### src/rtl/line_scan_sequencer_if.sv
// Select/handshake bundle between a scan requester and line_scan_sequencer.
// The sequencer uses the slave modport; the requester uses master.
interface line_scan_sequencer_if #(
  parameter int unsigned DWELL_W = 4
);
  logic               START;
  logic               STOP;
  logic               CONT;
  logic [3:0]         MASK;
  logic [DWELL_W-1:0] DWELL;
  logic               EN;
  logic               A0;
  logic               A1;
  logic               BUSY;
  logic               DONE;

  modport master (
    output START, STOP, CONT, MASK, DWELL,
    input  EN, A0, A1, BUSY, DONE
  );

  modport slave (
    input  START, STOP, CONT, MASK, DWELL,
    output EN, A0, A1, BUSY, DONE
  );
endinterface

### src/rtl/line_scan_sequencer.sv
// Steps the 2-to-4 line decoder select (EN/A1/A0) through a masked set of lines.
// Define LINE_SCAN_GAP_EN for a break-before-make GAP cycle at each line boundary.
module line_scan_sequencer #(
  parameter int unsigned DWELL_W = 4
) (
  input logic                  CLK,
  input logic                  RST,
  line_scan_sequencer_if.slave bus
);

  localparam logic [1:0] IDLE = 2'd0;
  localparam logic [1:0] SCAN = 2'd1;
`ifdef LINE_SCAN_GAP_EN
  localparam logic [1:0] GAP  = 2'd2;
`endif
  localparam logic [1:0] FIN  = 2'd3;

  logic [1:0]         state;
  logic [DWELL_W-1:0] cnt;
  logic [DWELL_W-1:0] dwell_q;
  logic [3:0]         mask_q;
  logic               cont_q;
  logic               en;
  logic [1:0]         addr;
  logic               busy;
  logic               done;

  logic [3:0]         higher;
  logic               has_higher;
  logic [1:0]         next_higher;
  logic [1:0]         first_q;
  logic [1:0]         first_in;

  function automatic logic [1:0] lowest_bit(input logic [3:0] m);
    logic [1:0] r;
    casez (m)
      4'b???1: r = 2'd0;
      4'b??10: r = 2'd1;
      4'b?100: r = 2'd2;
      default: r = 2'd3;
    endcase
    return r;
  endfunction

  // Lines above the current one still enabled in the latched mask.
  always_comb begin
    higher      = mask_q & (4'b1110 << addr);
    has_higher  = |higher;
    next_higher = lowest_bit(higher);
    first_q     = lowest_bit(mask_q);
    first_in    = lowest_bit(bus.MASK);
  end

  always_ff @(posedge CLK or posedge RST) begin
    if (RST) begin
      state   <= IDLE;
      cnt     <= '0;
      dwell_q <= '0;
      mask_q  <= '0;
      cont_q  <= 1'b0;
      en      <= 1'b0;
      addr    <= '0;
      busy    <= 1'b0;
      done    <= 1'b0;
    end else begin
      done <= 1'b0;
      case (state)
        IDLE: begin
          if (bus.START && !bus.STOP && (bus.MASK != 4'b0000)) begin
            mask_q  <= bus.MASK;
            cont_q  <= bus.CONT;
            dwell_q <= bus.DWELL;
            addr    <= first_in;
            cnt     <= '0;
            en      <= 1'b1;
            busy    <= 1'b1;
            state   <= SCAN;
          end
        end
        SCAN: begin
          if (bus.STOP) begin
            state <= IDLE;
            en    <= 1'b0;
            busy  <= 1'b0;
          end else if (cnt == dwell_q) begin
            cnt <= '0;
            if (has_higher || cont_q) begin
              addr <= has_higher ? next_higher : first_q;
`ifdef LINE_SCAN_GAP_EN
              // Address moves during the gap so the decoder sees it settled before EN.
              state <= GAP;
              en    <= 1'b0;
`endif
            end else begin
              state <= FIN;
              en    <= 1'b0;
              busy  <= 1'b0;
              done  <= 1'b1;
            end
          end else begin
            cnt <= cnt + 1'b1;
          end
        end
`ifdef LINE_SCAN_GAP_EN
        GAP: begin
          if (bus.STOP) begin
            state <= IDLE;
            busy  <= 1'b0;
          end else begin
            state <= SCAN;
            en    <= 1'b1;
          end
        end
`endif
        FIN: state <= IDLE;
        default: begin
          state <= IDLE;
          en    <= 1'b0;
          busy  <= 1'b0;
        end
      endcase
    end
  end

  assign bus.EN   = en;
  assign bus.A0   = addr[0];
  assign bus.A1   = addr[1];
  assign bus.BUSY = busy;
  assign bus.DONE = done;

endmodule

### src/flat_wrapper.sv
// flat-port wrapper written by rule: the top's interface ports become plain ports
module line_scan_sequencer_flat 
#(
  parameter int unsigned DWELL_W = 4
)
  (CLK, RST, bus_START, bus_STOP, bus_CONT, bus_MASK, bus_DWELL, bus_EN, bus_A0, bus_A1, bus_BUSY, bus_DONE);
  line_scan_sequencer_if #(.DWELL_W(DWELL_W)) bus_i ();
  input logic CLK;
  input logic RST;
  input wire logic [$bits(bus_i.START)-1:0] bus_START;
  input wire logic [$bits(bus_i.STOP)-1:0] bus_STOP;
  input wire logic [$bits(bus_i.CONT)-1:0] bus_CONT;
  input wire logic [$bits(bus_i.MASK)-1:0] bus_MASK;
  input wire logic [$bits(bus_i.DWELL)-1:0] bus_DWELL;
  output wire logic [$bits(bus_i.EN)-1:0] bus_EN;
  output wire logic [$bits(bus_i.A0)-1:0] bus_A0;
  output wire logic [$bits(bus_i.A1)-1:0] bus_A1;
  output wire logic [$bits(bus_i.BUSY)-1:0] bus_BUSY;
  output wire logic [$bits(bus_i.DONE)-1:0] bus_DONE;
  assign bus_i.START = bus_START;
  assign bus_i.STOP = bus_STOP;
  assign bus_i.CONT = bus_CONT;
  assign bus_i.MASK = bus_MASK;
  assign bus_i.DWELL = bus_DWELL;
  assign bus_EN = bus_i.EN;
  assign bus_A0 = bus_i.A0;
  assign bus_A1 = bus_i.A1;
  assign bus_BUSY = bus_i.BUSY;
  assign bus_DONE = bus_i.DONE;
  line_scan_sequencer #(.DWELL_W(DWELL_W)) u_core (.CLK(CLK), .RST(RST), .bus(bus_i));
endmodule
### config.mk
export PLATFORM = sky130hd
export DESIGN_NAME = line_scan_sequencer_flat
export DESIGN_NICKNAME = d
export VERILOG_FILES = /design/src/rtl/line_scan_sequencer_if.sv /design/src/rtl/line_scan_sequencer.sv /design/src/flat_wrapper.sv
export SDC_FILE = /design/constraint.sdc
export NUM_CORES = 1
export LEC_CHECK = 0
export CELL_PAD_IN_SITES_DETAIL_PLACEMENT = 1
export CELL_PAD_IN_SITES_GLOBAL_PLACEMENT = 1
export CORE_AREA = 5 5 56 58
export DETAILED_ROUTE_END_ITERATION = 8
export DIE_AREA = 0 0 61 63
export GPL_TIMING_DRIVEN = 0
export PLACE_DENSITY_LB_ADDON = 0.1
export RECOVER_POWER = 100
export SETUP_SLACK_MARGIN = 0.02
export SYNTH_ARGS = -nofsm -noshare
export SYNTH_HDL_FRONTEND = slang
export SYNTH_SLANG_ARGS = --single-unit
export TNS_END_PERCENT = 5
### constraint.sdc
create_clock -name CLK -period 4.7 [get_ports CLK]
set_input_delay 1.41 -clock CLK [delete_from_list [all_inputs] [get_ports CLK]]
set_output_delay 1.41 -clock CLK [all_outputs]
set_load 0.01 [all_outputs]
## Word-level counts from Yosys, hierarchy flattened

Index checks and enable logic that the tools add are counted.

- Register bits after elaboration: 19
- Bits of input ports: 13
- Output and inout bits: 5
- Logic and storage cells: 67

- $add $sub $neg: 1
- Equality and inequality tests: 15
- Shift operators: 1
- Mux-type cells: 27
- Bitwise operators: 2
- Reductions and logical operators: 13

Operators with widths:

| cell | count |
|---|---|
| $mux 2 | 9 |
| $pmux 2 s3 | 3 |
| $mux 4 | 3 |
| $eq 3x3->1 const B | 3 |
| $eq 2x2->1 const B | 4 |
| $mux 1 | 8 |
| $pmux 2 s2 | 2 |
| $pmux 4 s2 | 1 |
| $ne 2x1->1 const B | 3 |
| $reduce_and 3->1 | 2 |
| $reduce_and 5->1 | 1 |
| $add 4x1->4 const B | 1 |
| $and 4x4->4 | 1 |
| $eq 4x4->1 | 1 |
| $reduce_and 4->1 | 1 |
| $reduce_bool 4->1 | 1 |
| $reduce_or 4->1 | 1 |
| $shl 4x2->4 const A | 1 |
| $ne 3x2->1 const B | 1 |
| $ne 3x3->1 const B | 1 |
| $pmux 1 s3 | 1 |
| $eq 2x1->1 const B | 1 |
| $logic_and 1x1->1 | 2 |
| $logic_not 2->1 | 1 |
| other kinds (6) | 6 |

## Longest topological paths before layout

- Depth after elaboration: 9
- Depth in mapped cells: 6
- Gate-level depth less buffers: 5

## Worst setup path before layout

OpenSTA, ideal clock, no wires.

- Path type: input port to flip-flop
- Start point: input port bus_MASK[0]
- End point: register u_core.addr[0]
- Data arrival time: 2,422 ps
- Path slack: 2,151 ps
- Stages: 5
- Path through: o41ai_4 > nor4_2 > a31o_2 > and2_4 > a2bb2oi_1

- Longest elaborated chain between the ends: 4

RTL lines:

| item | line | RTL |
|---|---|---|
| start, declared | flat_wrapper.sv:13 | `input wire logic [$bits(bus_i.MASK)-1:0] bus_MASK;` |
| $eq 3x3->1 (tied with other cells) | line_scan_sequencer.sv:36 | `casez (m)` |
| $pmux 2 s3 / $logic_and 1x1->1 (equally long branches) | line_scan_sequencer.sv:36, line_scan_sequencer.sv:69 |  |
| $mux 2 / $ne 2x1->1 (equally long branches) | - |  |
| $pmux 2 s2 / $reduce_and 5->1 (equally long branches) | - |  |
| end signal, assigned | line_scan_sequencer.sv:73 | `addr <= first_in;` |
| end signal, assigned | line_scan_sequencer.sv:88 | `addr <= has_higher ? next_higher : first_q;` |
| end, declared | line_scan_sequencer.sv:24 | `logic [1:0] addr;` |

Parallel ways exist; a longest one is shown, timed or not. The select of a mux whose other input is x is not followed.
A chain may end at the register's enable or synchronous reset.

## Final worst setup path

- Start point: input port bus_MASK[1]
- End point: register u_core.addr[0]

Same word-level chain as after synthesis.

==> results.md <==
- Post-place setup slack: 1.41 ns
- Die Y: 63 um
- Slowest cell delay on critical path: 0.73 ns
- Status: complete, no violations
- Arr. time, crit path: 3.62 ns
- Post-CTS Resized: 0
- Hold Path Class: reg -> reg
- Hpwl dp: 1630 um
- Area leader, netlist: dfrtp_1
- Hold_sp: u_core.dwell_q[2]
- N_diodes: 0
- Clk pwr share: 0.164
- Largest family of logic cells by synthesized area: compound AO/OA/AOI/OAI gates
- Die area: 0.00384 sq mm
- Initial DRC Count: 11
- CTS Root Cell: clkbuf_4
- CTS buffer count: 3
- Layout area overhead: 20.8%
- Die width: 61 um
- Mapped cell area: 997 sq um
- Initial antenna violation count: 0
- GR Util All Layers: 0.130
- Crit path max-delay cell type: o41ai_1
- Antenna viol nets, final: 0
- Clock Sinks: 19
- Clock latency on the worst-skew pair: 0.30 ns
- Data required, critical path: 4.89 ns
- I/O Buffers: 17
- Pwr per Cell Area: 430 mW/mm^2
- Ys async rst share: 1.00
- R2R Path Start: u_core.state[0]
- RD Place Congestion: 0.753
- Sequential share of power: 0.464
- Static Leak: 0.509 nW
- Max IR drop VDD: 0.251 mV
- # hold bufs at CTS: 0
- Total wire length: 2090 um
- Detailed Routing Iterations Pass 1: 2
- Final setup fails: 0
- Crit path launch type: input port
- RSZ-0062 raised after global routing: no
- CTS clock-pin slew for the worst setup and hold paths: 0.11 ns
- Predominant post-synthesis flop cell: dfrtp_1
- #FFs+latches synth: 19
- H-tree depth: 1
- Vias in the first global route: 835
- Internal: 0.335 mW
- Synth cell count leaders: dfrtp_1, nor2_1, o21ai_0
- Synth Area in Simple Gates: 0.163
- Post-synth top area share: 0.477
- Synth area leaders: dfrtp_1, mux2_2, xor2_1
- Number of library cell types mapped by synthesis: 32
- Count leader, synth: dfrtp_1
- Worst slew margin: 0.496
- Core area: 0.00262 sq mm
- Setup crit end kind: flop
- XOR/XNOR Fraction of Synth Area: 0.0615
- TritonCTS clock tree: built
- First-pass GRT wire length: 3730 um
- Number of core rows: 19
- Compound-cell area share of the yosys netlist: 0.169
- Fmax: 291 MHz
- Combinational share of power: 0.372
- Setup Fix Bufs, Post-CTS: 0
- Post-layout min period: 3.43 ns
- Net Switching: 0.184 mW
- Post-synthesis mux area share: 0.0778
- Actual slew at the worst max-slew pin: 0.747 ns
- Remaining global-route overflow: 0
- Fin. max-slew vios: 0
- Hold Fails Final Rpt: 0
- Tcrit/Tclk final: 0.731
- Vias: 734
- Crit path from: bus_MASK[1]
- Layout Skew: 0.00550 ns
- Starting Density: 0.381
- Number of filler cells placed in the layout: 308
- Syn Nets: 104
- DRC: 0
- WL/cell: 14.7 um
- Largest net degree at the start of global routing: 20
- Max Root-Sink Buffers: 2
- Kind of critical path: in -> reg
- Ys Warns: 0
- EDFF count, synth: 0
- Layout cells sized above 1: 0.144
- Via-to-Cell Ratio: 5.17
- Final worst setup slack: 1.27 ns
- Critical Path, Cell by Cell: dlygate4sd3_1, o41ai_1, nor4_1, a31o_1, and2_0, a2bb2oi_1
- Mean post-synth cell area: 11.1 sq um
- Nets: 126
- Setup TNS: 0 ns
- Mapped Cells: 90
- Post-synthesis sequential area ratio: 0.477
- CP Max Fanout: 7
- Sw Share: 0.355
- I/O pin cnt: 18
- Synth Area in Adders: 0.0125
- Max-cap viol count: 0
-- power by group through the flow --
stage                     logic [mW]  registers [mW]  clock network, mW
after floorplan                0.136           0.241                  0
after CTS                      0.205           0.242             0.0886
after global placement         0.198           0.244                  0
after global routing           0.213           0.248              0.100
after detailed placement       0.204           0.246                  0
final                          0.193           0.241             0.0849
-- logic make-up after synthesis --
logic type               after synthesis
AO/OA/AOI/OAI                         22
XOR/XNOR                               7
adder cells (fa/ha/maj)                1
buffers and inverters                  8
flip-flops                            19
multiplexers                           7
AND/OR/NAND/NOR                       26
-- final timing paths --
| check | to | slack (ns) | cells after the start |
|---|---|---|---|
| max | u_core.addr[0] | 1.27 | 6 |
| min | u_core.dwell_q[2] | 0.54 | 1 |
| max reg2reg | u_core.mask_q[0] | 2.69 | 3 |
| min reg2reg | u_core.dwell_q[2] | 0.54 | 1 |
| max in group asynchronous | u_core.dwell_q[2] | 2.57 | 2 |
| min in group asynchronous | u_core.addr[0] | 1.66 | 2 |
-- layout make-up --
type                            instances  area (sq um)  share of cell area
Sequential cell                        19           475               0.395
Multi-Input combinational cell         63           455               0.378
Timing Repair Buffer                   17           170               0.141
Tap cell                               31          38.8              0.0322
Clock buffer                            3          22.5              0.0187
Buffer                                  3          18.8              0.0156
Inverter                                5          18.8              0.0156
Clock inverter                          1          5.00             0.00415
-- flip-flops by register name, summed over array words and instances (netlist names) --
register         count
u_core.mask_q        4
u_core.bus.EN        1
u_core.addr          2
u_core.state         2
u_core.dwell_q       4
u_core.cont_q        1
u_core.cnt           4
u_core.bus.DONE      1
-- stage by stage --
step	hold slack [ns]	power [mW]	instances	area, sq um	utilization
global route	0.575	0.562	142	1200	0.461
global placement	0.518	0.443	138	1210	0.461
floorplan	0.498	0.377	90	997	-
detailed placement	0.521	0.449	138	1210	0.461
CTS	0.547	0.536	142	1230	0.472
finish	0.542	0.519	142	1200	0.461
-- cell usage in the layout (no fill, tap or decap), drive strengths merged, types with 2 or more instances in the layout --
master | netlist | layout
nor3 | 2 | 2
xor2 | 6 | 6
nand2b | 3 | 3
a2bb2oi | 2 | 2
inv | 5 | 5
clkdlybuf4s50 | 0 | 9
a21boi | 2 | 2
dlygate4sd3 | 0 | 8
a21oi | 4 | 4
nor3b | 2 | 2
dfrtp | 19 | 19
nor4 | 2 | 2
nand2 | 5 | 5
mux2 | 6 | 6
o31ai | 2 | 2
buf | 3 | 2
nor2 | 7 | 7
clkbuf | 0 | 4
o21ai | 7 | 7
-- worst max-delay path: cells and delay by family --
kind / cells / cell delay (ns)
buffers and inverters: 1 / 0.59
AO/OA/AOI/OAI: 3 / 1.20
AND/OR/NAND/NOR: 2 / 0.42
-- routing by layer --
layer	track usage	vias to the layer above	routed length, um
li1	-	361	-
met1	0.152	358	845
met2	0.225	11	1160
met3	0.0186	4	58
met4	0.0569	0	33
met5	0	-	0
Note: power is estimated with default switching activity, not from simulation.
